[src/rtl/map_scroll_controller.sv]
// Map scroll sequencer: run/pause/halt FSM, difficulty ramp and a single
// elapsed counter compared against a speed-dependent scroll period.
module map_scroll_controller #(
   parameter int BASE_PERIOD = 800,
   parameter int STEP        = 100,
   parameter int LEVEL_TIME  = 30000,
   parameter int MAX_LEVEL   = 3,
   parameter int CW          = 16
) (
   input  logic       clock,
   input  logic       reset,
   input  logic       start,
   input  logic       pause,
   input  logic       crash,
   input  logic [1:0] velocity,
   output logic       move_map,
   output logic       level_up,
   output logic [1:0] level,
   output logic [2:0] speed,
   output logic       running,
   output logic       halted
);

   typedef enum logic [1:0] {IDLE, RUN, PAUSED, HALT} state_t;

   localparam logic [CW-1:0] LP_LEVEL_LAST = CW'(LEVEL_TIME - 1);
   localparam logic [1:0]    LP_MAX_LEVEL  = 2'(MAX_LEVEL);

   state_t        r_state;
   state_t        w_nextState;
   logic          w_enterRun;
   logic [CW-1:0] r_elapsed;
   logic [CW-1:0] r_levelTimer;
   logic [1:0]    r_level;
   logic          r_moveMap;
   logic          r_levelUp;
   logic [CW-1:0] w_period;
   logic [CW-1:0] w_periodLast;

   assign speed        = {1'b0, r_level} + {1'b0, velocity};
   assign w_period     = CW'(BASE_PERIOD) - CW'(STEP) * CW'(speed);
   assign w_periodLast = w_period - CW'(1);

   always_ff @(posedge clock or negedge reset) begin
      if (!reset) r_state <= IDLE;
      else        r_state <= w_nextState;
   end

   // Crash outranks pause; start only matters from IDLE or HALT.
   always_comb begin
      w_nextState = r_state;
      w_enterRun  = 1'b0;
      case (r_state)
         IDLE, HALT: begin
            if (start) begin
               w_nextState = RUN;
               w_enterRun  = 1'b1;
            end
         end
         RUN: begin
            if (crash)      w_nextState = HALT;
            else if (pause) w_nextState = PAUSED;
         end
         PAUSED: begin
            if (crash)       w_nextState = HALT;
            else if (!pause) w_nextState = RUN;
         end
         default: w_nextState = IDLE;
      endcase
   end

   // The >= compare makes a mid-interval speed-up fire on the next edge
   // instead of wrapping past the shorter period and losing a step.
   always_ff @(posedge clock or negedge reset) begin
      if (!reset) begin
         r_elapsed    <= '0;
         r_levelTimer <= '0;
         r_level      <= '0;
         r_moveMap    <= 1'b0;
         r_levelUp    <= 1'b0;
      end else begin
         r_moveMap <= 1'b0;
         r_levelUp <= 1'b0;
         if (w_enterRun) begin
            r_elapsed    <= '0;
            r_levelTimer <= '0;
            r_level      <= '0;
         end else if (r_state == RUN) begin
            if (r_elapsed >= w_periodLast) begin
               r_moveMap <= 1'b1;
               r_elapsed <= '0;
            end else begin
               r_elapsed <= r_elapsed + CW'(1);
            end
            if (r_levelTimer == LP_LEVEL_LAST) begin
               r_levelTimer <= '0;
               if (r_level < LP_MAX_LEVEL) begin
                  r_level   <= r_level + 2'd1;
                  r_levelUp <= 1'b1;
               end
            end else begin
               r_levelTimer <= r_levelTimer + CW'(1);
            end
         end
      end
   end

   assign move_map = r_moveMap;
   assign level_up = r_levelUp;
   assign level    = r_level;
   assign running  = (r_state == RUN);
   assign halted   = (r_state == HALT);

endmodule

[config.mk]
export PLATFORM = sky130hd
export DESIGN_NAME = map_scroll_controller
export DESIGN_NICKNAME = d
export VERILOG_FILES = /design/src/rtl/map_scroll_controller.sv
export SDC_FILE = /design/constraint.sdc
export NUM_CORES = 1
export LEC_CHECK = 0
export BUFFER_PORTS_ARGS = -buffer_cell sky130_fd_sc_hd__buf_2
export CORE_MARGIN = 2
export CORE_UTILIZATION = 54
export DETAILED_ROUTE_END_ITERATION = 8
export GPL_TIMING_DRIVEN = 0
export PLACE_DENSITY_LB_ADDON = 0.1
export SLEW_MARGIN = 25
export SYNTH_ARGS = -nofsm -noshare
export SYNTH_HDL_FRONTEND = slang
export SYNTH_SLANG_ARGS = --single-unit
[constraint.sdc]
create_clock -name clock -period 3.8 [get_ports clock]
set_clock_uncertainty 0.2 [all_clocks]
set_input_delay 0.95 -clock clock [delete_from_list [all_inputs] [get_ports clock]]
set_output_delay 0.95 -clock clock [all_outputs]
set_load 0.005 [all_outputs]
==> metrics.txt <==
outcome=finished, violations left; violations in the final reports=setup timing; most frequent cells in the layout=sky130_fd_sc_hd__dfrtp_1, sky130_fd_sc_hd__nor2_1, sky130_fd_sc_hd__nand2_1, sky130_fd_sc_hd__ha_1, sky130_fd_sc_hd__buf_2; Setup violations, final=14; vias in the first global route=1905; cell area after placement=2610 um^2; startpoint of the tightest hold check path=r_elapsed[13]; power density of the placed cells=442 nW/um^2; dominant synthesized flop cell=sky130_fd_sc_hd__dfrtp_1; reg-to-reg slack, setup=-0.18 ns; Port Buffer Count=15; #FFs+latches synth=38; Die ar.=4990 um^2; number of DRC markers in iteration 0=124; overall track demand over capacity in global routing=21.5%; pins over their slew limit=0; layout cell share with drive strength beyond 1=23.0%; most common library cell in the layout ignoring fill and taps=sky130_fd_sc_hd__dfrtp_1; worst min path class=reg -> reg; synthesized instance count=255; Starting Density=55.5%; post-synthesis async set-or-reset flop share=100%; data arrival time of the critical path=4.27 ns; Hold EP=r_elapsed[13]; Overflow after GRT=0; layout overhead on the synthesized area=22.1%; Post-CTS Hold Fix Bufs=0; Reg area=951 um^2; clock latency on the worst-skew pair=0.29 ns; Yosys cell types=40; critical path type=in -> reg; Diodes inserted=0; global-route wire length before repair=8740 um; clk sinks=38; most frequent cell on the critical path=sky130_fd_sc_hd__buf_6; Syn Std Cell Area=2400 um^2; Synth Net Count=286; clock tree from TritonCTS=built; Final min period=4.25 ns; number of standard-cell rows in the floorplan=24; Post-synth EDFFs=0; number of buffers on the longest clock path=2; die width=70.6 um; detailed-route via count=1937; clk root buf=sky130_fd_sc_hd__clkbuf_8; antenna violation net count after detailed routing=0; endpoint of the lowest-slack register-to-register path=r_elapsed[1]; vertical extent of the die=70.6 um; clock transition at the registers of the reported paths=0.07 ns; element type at the critical path start=input port; area used by multi-input combinational logic=1580 um^2; type of destination of the critical path=flop; core area=4320 um^2; fmax=235 MHz; critical path fanouts, max=4; dominant cells by area after synthesis=sky130_fd_sc_hd__dfrtp_1, sky130_fd_sc_hd__ha_1, sky130_fd_sc_hd__nor2_1; VDD IR-drop max=0.393 mV; number of levels the H-tree was split into=2; number of cells on the worst reg-to-reg path=16; number of placed instances with taps included=322; drt pass-1 iters=6; worst-path cell with the longest stage delay=sky130_fd_sc_hd__fa_2; number of CTS-inserted buffers=5; hold path depth=1; cells traversed along the worst timing path=buf_6 > ha_4 > fa_2 > inv_4 > ha_4 > xnor2_2 > or4_4 > nor2_4 > buf_6 > xnor2_2 > ha_1 > a211oi_2 > nor2_2 > a211oi_4 > buf_6 > nand3_2 > a21oi_2; pin count of the biggest net entering global routing=39; vias per std cell=5.71; Routed Wire Length=4990 um; routed wire length per instance=14.7 um; post-route cell area=2930 um^2; number of fillers in the final layout=342; post-synthesis cell type with the largest combined area=sky130_fd_sc_hd__dfrtp_1; unrepaired setup endpoints after global routing=yes; non-filler instance count after layout=339; initial antenna violation count=0; total I/O pin count=16; final setup slack of the worst path=-0.453 ns; max-capacitance violation count=0; area share of the largest cell type after synthesis=39.6%; number of hold violations in the final report=0; smallest hold slack=0.329 ns; detailed-placement wirelength estimate=3390 um; final total power=1.29 mW; Avg Synthesized Cell Area=9.41 um^2; Data required, critical path=3.81 ns; worst-margin pin slew=0.845 ns; Post-route DRC=0; Final #Nets=317; reg-to-reg critical path startpoint=level[0]; headroom to the max-slew limit=43.7%; post-synthesis sequential area ratio=39.6%; largest stage delay on the critical path=0.65 ns; Leak=1.36 nW; Warnings, synthesis=0; share of the cycle needed by the critical path after routing=112%; global placement routability congestion=0.868
-- flip-flops by register name, summed over array words and instances (netlist names) --
register and cells:
r_elapsed 16, r_levelTimer 16, level 2, r_state 2
level_up 1, move_map 1
-- how the worst max path moves through the flow --
stage                startpoint      endpoint  slack [ns]
floorplan           velocity[0]  r_elapsed[2]       -0.55
global placement    velocity[0]  r_elapsed[2]       -1.01
detailed placement  velocity[0]  r_elapsed[2]       -1.01
CTS                 velocity[0]  r_elapsed[1]       -0.41
global route        velocity[0]  r_elapsed[0]       -0.58
finish              velocity[0]  r_elapsed[1]       -0.45
-- worst max-delay path: cells and delay by family --
| family | cells | cell delay [ns] |
|---|---|---|
| fa+ha+maj | 4 | 1.27 |
| simple gates | 4 | 0.78 |
| compound gates | 3 | 0.67 |
| buf+inv | 4 | 0.42 |
| xor+xnor | 2 | 0.17 |
-- metal layers --
metal | vias up | track usage, % | wire (um)
li1 | 965 | - | -
met3 | 5 | 3.99 | 155
met5 | - | 0 | 0
met1 | 934 | 31.3 | 2480
met2 | 33 | 33.0 | 2300
met4 | 0 | 6.71 | 49
-- stage by stage --
step | setup TNS (ns) | util [%] | setup WS, ns
finish | -5.93 | 67.7 | -0.453
global route | -7.73 | 67.7 | -0.582
CTS | -5.14 | 66.6 | -0.406
detailed placement | -12.65 | 60.4 | -1.01
global placement | -12.47 | 60.4 | -1.01
floorplan | -6.31 | - | -0.553
-- synthesized netlist by cell type, drive strengths merged, types with 2 or more instances --
cell,instances
nor3,7
nand3,11
buf,3
and2,4
nor2,37
ha,23
a211oi,4
nor3b,2
and3,10
mux2i,2
xor2,13
nand3b,3
nand2,18
nand4,7
nor4,11
xnor2,15
inv,10
a21oi,8
or3,3
dfrtp,38
clkbuf,2
o21ai,10
o211a,2
and4,2
-- power by group --
part,internal [mW],switching (mW),total [mW]
combinational,0.167,0.302,0.469
sequential,0.444,0.0492,0.493
clock,0.193,0.138,0.331
-- final cells by class --
type	instances	share of cell area (%)
Clock inverter	3	1.37
Inverter	10	1.37
Sequential cell	38	32.5
Clock buffer	5	2.35
Tap cell	52	2.22
Timing Repair Buffer	24	5.47
Buffer	5	0.940
Multi-Input combinational cell	202	53.8
-- cell families after synthesis --
kind of cell / count (synthesis) / synth area share, %
compound gates: 28 / 7.67
xor+xnor: 28 / 10.2
fa+ha+maj: 24 / 12.8
buf+inv: 15 / 2.71
flops: 38 / 39.6
mux: 2 / 0.835
simple gates: 120 / 26.1
-- timing repair --
| item | CTS | global route |
|---|---|---|
| gates resized for setup | 15 | 11 |
| pin swaps | 20 | 10 |
| setup buffers | 9 | 0 |
| setup endpoints to repair | 14 | 14 |
Power figures use the tool's default switching activity.
